===== config.mk =====
export PLATFORM = sky130hd
export DESIGN_NAME = alu_status_stage
export DESIGN_NICKNAME = d
export VERILOG_FILES = /design/src/rtl/alu_status_stage.sv
export SDC_FILE = /design/constraint.sdc
export NUM_CORES = 1
export LEC_CHECK = 0
export ABC_AREA = 0
export CAP_MARGIN = 20
export CORE_UTILIZATION = 44
export CTS_BUF_LIST = sky130_fd_sc_hd__clkbuf_2
export CTS_CLUSTER_DIAMETER = 80
export DETAILED_ROUTE_END_ITERATION = 8
export PLACE_DENSITY = 0.88
export SYNTH_ARGS = -nofsm -noshare
export SYNTH_HDL_FRONTEND = slang
export SYNTH_SLANG_ARGS = --single-unit

===== constraint.sdc =====
create_clock -name clk -period 3.8 [get_ports clk]
set_clock_uncertainty 0.15 [all_clocks]
set_input_delay 0.95 -clock clk [delete_from_list [all_inputs] [get_ports clk]]
set_output_delay 0.95 -clock clk [all_outputs]
set_load 0.005 [all_outputs]

===== src/rtl/alu_status_stage.sv =====
// Post-ALU pipeline stage: holds the result, keeps NZCV and sticky overflow, evaluates condition codes.
// Optional 8-bit saturating overflow event counter enabled by defining ALU_OVF_COUNT_EN.
module alu_status_stage #(
    parameter int unsigned N = 32
) (
    input  logic         clk,
    input  logic         rst_n,
    input  logic         valid_i,
    output logic         ready_o,
    input  logic [N-1:0] result_i,
    input  logic         carry_i,
    input  logic         overflow_i,
    input  logic         flag_we_i,
    output logic         valid_o,
    input  logic         ready_i,
    output logic [N-1:0] result_o,
    output logic [3:0]   nzcv_o,
    input  logic [3:0]   cond_i,
    output logic         cond_pass_o,
    output logic         ovf_sticky_o,
    input  logic         ovf_clr_i
`ifdef ALU_OVF_COUNT_EN
    ,
    output logic [7:0]   ovf_count_o
`endif
);

    localparam int unsigned CNT_W   = 8;
    localparam logic [CNT_W-1:0] CNT_MAX = {CNT_W{1'b1}};

    logic         valid_q, valid_d;
    logic [N-1:0] result_q, result_d;
    logic [3:0]   nzcv_q, nzcv_d;
    logic         ovf_sticky_q, ovf_sticky_d;
    logic         accept;
    logic         set_evt;
    logic         cond_base;

    assign ready_o = ~valid_q | ready_i;
    assign accept  = valid_i & ready_o;
    assign set_evt = accept & flag_we_i & overflow_i;

    // Pipeline register, flag and sticky next-state
    always_comb begin
        valid_d      = valid_q;
        result_d     = result_q;
        nzcv_d       = nzcv_q;
        ovf_sticky_d = ovf_sticky_q;
        if (accept) begin
            valid_d  = 1'b1;
            result_d = result_i;
            if (flag_we_i) begin
                nzcv_d = {result_i[N-1], ~|result_i, carry_i, overflow_i};
            end
        end else if (valid_q && ready_i) begin
            valid_d = 1'b0;
        end
        if (set_evt) begin
            ovf_sticky_d = 1'b1;
        end else if (ovf_clr_i) begin
            ovf_sticky_d = 1'b0;
        end
    end

    always_ff @(posedge clk) begin
        if (!rst_n) begin
            valid_q      <= 1'b0;
            result_q     <= '0;
            nzcv_q       <= 4'b0000;
            ovf_sticky_q <= 1'b0;
        end else begin
            valid_q      <= valid_d;
            result_q     <= result_d;
            nzcv_q       <= nzcv_d;
            ovf_sticky_q <= ovf_sticky_d;
        end
    end

    assign valid_o      = valid_q;
    assign result_o     = result_q;
    assign nzcv_o       = nzcv_q;
    assign ovf_sticky_o = ovf_sticky_q;

`ifdef ALU_OVF_COUNT_EN
    logic [CNT_W-1:0] ovf_count_q, ovf_count_d;

    // Saturating event counter; a set coinciding with clear restarts at one
    always_comb begin
        ovf_count_d = ovf_count_q;
        if (set_evt) begin
            if (ovf_clr_i) begin
                ovf_count_d = CNT_W'(1);
            end else if (ovf_count_q != CNT_MAX) begin
                ovf_count_d = ovf_count_q + CNT_W'(1);
            end
        end else if (ovf_clr_i) begin
            ovf_count_d = '0;
        end
    end

    always_ff @(posedge clk) begin
        if (!rst_n) begin
            ovf_count_q <= '0;
        end else begin
            ovf_count_q <= ovf_count_d;
        end
    end

    assign ovf_count_o = ovf_count_q;
`endif

    // Condition pairs share a base test; odd codes invert it
    always_comb begin
        cond_base = 1'b0;
        case (cond_i[3:1])
            3'd0: cond_base = nzcv_q[2];
            3'd1: cond_base = nzcv_q[1];
            3'd2: cond_base = nzcv_q[3];
            3'd3: cond_base = nzcv_q[0];
            3'd4: cond_base = nzcv_q[1] & ~nzcv_q[2];
            3'd5: cond_base = (nzcv_q[3] == nzcv_q[0]);
            3'd6: cond_base = ~nzcv_q[2] & (nzcv_q[3] == nzcv_q[0]);
            3'd7: cond_base = 1'b1;
            default: cond_base = 1'b0;
        endcase
    end

    assign cond_pass_o = cond_base ^ cond_i[0];

endmodule


* Word-level counts from Yosys, hierarchy flattened *
Cells that the tools add are included.

cells by class
  muxes and demuxes = 5
  bitwise logic cells = 9
  eq/ne operators = 8
  reduce and logical (&&, ||, !) cells = 7

operator list
  operator                                              count
  OR reduction 32 bit                                   1
  equality test 3 bit (second input constant)           4
  case mux 1 bit (8 select lines)                       1
  equality test 3 x 2 -> 1 bit (second input constant)  2
  AND 1 bit                                             5
  2-to-1 mux 1 bit                                      4
  nonzero test 2 bit                                    2
  equality test 3 x 1 -> 1 bit (second input constant)  1
  logical NOT 3 bit                                     1
  inverter 1 bit                                        2
  AND reduction 2 bit                                   1
  equality test 1 bit                                   1
  logical AND 1 bit                                     1
  logical NOT 1 bit                                     1
  OR 1 bit                                              1
  XOR 1 bit                                             1

word-level totals
  bits in registers = 38
  output and inout bits = 40
  word-level logic and storage cells = 33
  input port bits = 44

* Logic depth before layout (Yosys ltp) *
  word-level depth = 6
  mapped depth = 6
  depth with buffers taken out = 4

* Least setup slack after synthesis *
No wires, ideal clock.

  kind = input to output
  start point = input cond_i[3]
  end point = output cond_pass_o
  path buffers = 0
  slack = 967 ps
  data required time = 2700 ps
  stages on the path = 4
  arrival time = 1733 ps
  cell sequence = nor3b_1 > a21oi_1 > a221oi_1 > and4b_1

between the ends
  word-level cells in the longest chain between the ends = 3
  elaborated cells between the ends (all ways) = 10
  those cells by class = eq/ne: 7; mux: 1; bitwise: 1; reduce/logical: 1

RTL lines
  item                                         line  text
  start: declaration                           18    input logic [3:0] cond_i,
  equality test 3 bit (tied with other cells)  115   case (cond_i[3:1])
  case mux 1 bit (8 select lines) (*)          115
  XOR 1 bit (*)                                128   assign cond_pass_o = cond_base ^ cond_i[0];
  end: declaration                             19    output logic cond_pass_o,

Every way passes the cells marked *; elsewhere a longest branch is shown, timed or not.

* Worst setup path after layout *
  start point = input cond_i[1]
  end point = output cond_pass_o

The elaborated chain is that of the path after synthesis.

==> impl_results.html <==
<table>
<tr><th>Metric</th><th>Value</th></tr>
<tr><th colspan="2">Run status</th></tr>
<tr><td>Status</td><td>finished, final reports clean</td></tr>
<tr><th colspan="2">Yosys</th></tr>
<tr><td>Post-synthesis async set-or-reset flop share</td><td>0%</td></tr>
<tr><td>Total of flip-flops plus latches after synthesis</td><td>38</td></tr>
<tr><td>Most frequently used flop master after synthesis</td><td>sky130_fd_sc_hd__dfxtp_1</td></tr>
<tr><td>Cell variety after synth</td><td>31</td></tr>
<tr><td>Post-Synthesis Cells</td><td>~200</td></tr>
<tr><td>Sequential cell area fraction in the yosys report</td><td>46.9%</td></tr>
<tr><td>Avg Inst Size Synth</td><td>slightly above 8 um2</td></tr>
<tr><td>Post-Syn Area</td><td>around 1600 um2</td></tr>
<tr><td>Number of warnings reported in the yosys synthesis log</td><td>0</td></tr>
<tr><td>Number of enable flip-flop cells after synthesis</td><td>0</td></tr>
<tr><td>Syn Nets</td><td>roughly 240</td></tr>
<tr><th colspan="2">STA</th></tr>
<tr><td>Actual slew at the worst max-slew pin</td><td>427 ps</td></tr>
<tr><td>Final critical path time including I/O delays and setup</td><td>3630 ps</td></tr>
<tr><td>Final count of hold timing violations</td><td>0</td></tr>
<tr><td>Top achievable clock speed</td><td>275 MHz</td></tr>
<tr><td>Slew Limit Fails</td><td>0</td></tr>
<tr><td>Slew HR</td><td>71.3%</td></tr>
<tr><td>Setup violations, final</td><td>0</td></tr>
<tr><td>Setup repair after global routing missed its margin</td><td>false</td></tr>
<tr><td>Worst Slack Setup Final</td><td>166 ps</td></tr>
<tr><td>Fraction of the cycle the final worst path needs</td><td>95.6%</td></tr>
<tr><th colspan="2">Routing</th></tr>
<tr><td>Via/cell ratio</td><td>about 5.0</td></tr>
<tr><td># DRC</td><td>0</td></tr>
<tr><td>Number of DRC markers after the initial detailed-route iteration</td><td>about 100</td></tr>
<tr><td>Number of routed nets with antenna violations</td><td>0</td></tr>
<tr><td>Routed wire length</td><td>just over 4000 um</td></tr>
<tr><td>Total via count in the routed design</td><td>1635</td></tr>
<tr><td>Wirelength per Cell</td><td>12.3 um</td></tr>
<tr><td>First-pass iteration count of the detailed router</td><td>4</td></tr>
<tr><th colspan="2">Power</th></tr>
<tr><td>PD cells</td><td>between 300 and 400 nW/um2</td></tr>
<tr><td>Highest ir drop seen on vdd</td><td>199 uV</td></tr>
<tr><td>LEAKAGE</td><td>0.941 nW</td></tr>
<tr><th colspan="2">Floorplanning</th></tr>
<tr><td>Initial standard-cell utilization of the core</td><td>47.1%</td></tr>
<tr><td>Core Rows</td><td>21</td></tr>
<tr><td>Height of the die</td><td>62.7 um</td></tr>
<tr><td>Die ar.</td><td>3930 um2</td></tr>
<tr><td>Number of primary I/O pins</td><td>84</td></tr>
<tr><td>Total core area</td><td>~3400 um2</td></tr>
<tr><td>Chip width</td><td>62.7 um</td></tr>
<tr><th colspan="2">Run</th></tr>
<tr><td>Max-Cap Viols</td><td>0</td></tr>
<tr><th colspan="2">Global routing</th></tr>
<tr><td>Global-route wire length before repair</td><td>7000 um</td></tr>
<tr><td>Largest net degree at the start of global routing</td><td>39</td></tr>
<tr><td>Number of antenna violations at the first check in global routing</td><td>0</td></tr>
<tr><td>Number of global-route vias before repair</td><td>1585</td></tr>
<tr><td>Total Routing Usage GR</td><td>between 20 and 25%</td></tr>
<tr><td>Remaining Overflow, GRT</td><td>0</td></tr>
<tr><th colspan="2">Clocking</th></tr>
<tr><td>Number of gates resized after cts</td><td>4</td></tr>
<tr><td>Post-CTS clock slew at the launch and capture registers of the worst setup and hold paths</td><td>approximately 170 ps</td></tr>
<tr><td>Clock insertion delay at the later pin of the skew report</td><td>380 ps</td></tr>
<tr><td>Root buffer cell</td><td>sky130_fd_sc_hd__clkbuf_2</td></tr>
<tr><td>Hold-fix buffer count after cts</td><td>0</td></tr>
<tr><td>Clock tree from TritonCTS</td><td>built</td></tr>
<tr><td>Sinks on Clock Net</td><td>38</td></tr>
<tr><td>TritonCTS Buffers</td><td>5</td></tr>
<tr><td>Max H-tree Level</td><td>2</td></tr>
<tr><td>Number of buffers inserted by post-CTS setup repair</td><td>0</td></tr>
<tr><td>Number of buffers between clock root and the deepest sink</td><td>2</td></tr>
<tr><th colspan="2">Worst setup path</th></tr>
<tr><td>Startpoint of the most critical register-to-register path</td><td>valid_o</td></tr>
<tr><td>CP required</td><td>2700 ps</td></tr>
<tr><td>Critical path fanouts, max</td><td>6</td></tr>
<tr><td>Nature of the critical path startpoint</td><td>input pin</td></tr>
<tr><td>CP Class</td><td>in -&gt; out</td></tr>
<tr><td>Worst Reg-to-Reg Cells</td><td>5</td></tr>
<tr><td>Data arrival at the endpoint of the critical path</td><td>2530 ps</td></tr>
<tr><td>Critical path startpoint</td><td>cond_i[1]</td></tr>
<tr><td>Worst Setup End Kind</td><td>output port</td></tr>
<tr><th colspan="2">Placement</th></tr>
<tr><td>HPWL after detailed placement</td><td>around 3000 um</td></tr>
<tr><td>Post-placement worst setup slack</td><td>-85.0 ps</td></tr>
<tr><td>Number of buffer cells added on primary ports</td><td>83</td></tr>
<tr><td>Placer Congestion</td><td>0.761</td></tr>
<tr><td>Total cell area at the placement stage</td><td>approximately 2500 um2</td></tr>
<tr><td>Placed insts</td><td>320</td></tr>
<tr><th colspan="2">Layout</th></tr>
<tr><td>Register Area</td><td>761 um2</td></tr>
<tr><td>Final net count</td><td>325</td></tr>
<tr><td>Leading cell type in the layout, fill and taps excluded</td><td>sky130_fd_sc_hd__clkdlybuf4s50_1</td></tr>
<tr><td>Antenna fix cells</td><td>0</td></tr>
<tr><td>Area taken by multi-input logic gates</td><td>797 um2</td></tr>
<tr><td>Share of cells above drive strength 1</td><td>6.41%</td></tr>
<tr><td>Commonest cells after routing, fill and taps aside</td><td>sky130_fd_sc_hd__clkdlybuf4s50_1, sky130_fd_sc_hd__nand2_1, sky130_fd_sc_hd__dfxtp_1</td></tr>
<tr><td>Area growth syn-to-layout</td><td>56.6%</td></tr>
<tr><td>Fillers</td><td>293</td></tr>
<tr><td>Post-route insts no fill</td><td>327</td></tr>
<tr><td>Final standard cell area without fillers</td><td>2540 um2</td></tr>
<tr><th colspan="2">Min path</th></tr>
<tr><td>Min-delay src</td><td>result_o[29]</td></tr>
<tr><td>Kind of path behind the tightest hold check</td><td>reg -&gt; reg</td></tr>
<tr><td>Hold-critical path depth</td><td>2</td></tr>
</table>
[Yosys cell counts (2+ instances only)]
cell / n / area (um2)
sky130_fd_sc_hd__dfxtp_1: 38 / 761
sky130_fd_sc_hd__nand2b_1: 2 / 12.5
sky130_fd_sc_hd__nand2_1: 68 / 255
sky130_fd_sc_hd__nand3_1: 4 / 20.0
sky130_fd_sc_hd__nor2b_1: 2 / 12.5
sky130_fd_sc_hd__xnor2_1: 2 / 17.5
sky130_fd_sc_hd__nor4_1: 7 / 43.8
sky130_fd_sc_hd__a21boi_0: 35 / 263
sky130_fd_sc_hd__buf_2: 3 / 15.0
sky130_fd_sc_hd__nor2_1: 5 / 18.8
sky130_fd_sc_hd__clkbuf_1: 4 / 15.0
sky130_fd_sc_hd__nand4_1: 2 / 12.5
sky130_fd_sc_hd__buf_4: 4 / 30.0
sky130_fd_sc_hd__inv_1: 2 / 7.51
[flip-flops by register name (all words and copies together) (netlist names)]
register / flops
ovf_sticky_o: 1
nzcv_o: 4
valid_o: 1
result_o: 32
[critical path, stage by stage]
cell and delay, ps:
sky130_fd_sc_hd__dlygate4sd2_1 300, sky130_fd_sc_hd__and3_4 220, sky130_fd_sc_hd__a211oi_1 210, sky130_fd_sc_hd__a221oi_1 110
sky130_fd_sc_hd__and4b_1 250, sky130_fd_sc_hd__clkdlybuf4s50_1 490
[power by group]
group	internal, W	total (W)	switching [W]
Combinational	0.000106	0.000171	0.0000644
Clock	0.0000480	0.000172	0.000124
Sequential	0.000421	0.000432	0.0000113
[final cells by class]
class	count	area share, %
repair buffers	90	34.7
multi-input cells	144	31.4
flip-flops and latches	38	30.0
well taps	46	2.27
clock buffers	7	1.38
inverters	2	0.296
[worst paths after layout]
check	to	slack [ps]
worst max-delay path	cond_pass_o	170
worst min-delay path	result_o[29]	320
worst max register to register	result_o[5]	2150
worst min register to register	result_o[29]	320
[per-stage QoR]
| stage | hold WS [ps] | util [%] | setup TNS, ps | power, W |
|---|---|---|---|---|
| 2_1_floorplan | 310 | - | 0 | 0.000501 |
| 3_3_place_gp | 299 | 72.7 | -42.4 | 0.000610 |
| 3_5_place_dp | 306 | 72.7 | -85.0 | 0.000613 |
| 4_1_cts | 326 | 73.7 | 0 | 0.000781 |
| 5_1_grt | 354 | 73.7 | 0 | 0.000821 |
| 6_report | 322 | 73.7 | 0 | 0.000775 |
[layer usage]
| metal | part of all wire (%) | track usage, % | routed length [um] |
|---|---|---|---|
| met5 | 0 | 0 | 0 |
| met4 | 0.75 | 6.10 | 30 |
| met3 | 6.6 | 7.48 | 264 |
| met2 | 49 | 39.8 | 1970 |
| met1 | 44 | 26.0 | 1760 |
[logic make-up after synthesis]
logic type	after synthesis	share of synthesized area (%)
AO/OA/AOI/OAI	43	20.2
XOR/XNOR	2	1.08
buffers and inverters	13	4.17
flip-flops	38	46.9
multiplexers	1	0.618
AND/OR/NAND/NOR	98	27.0
No activity file was read; power rests on OpenSTA's default activity.
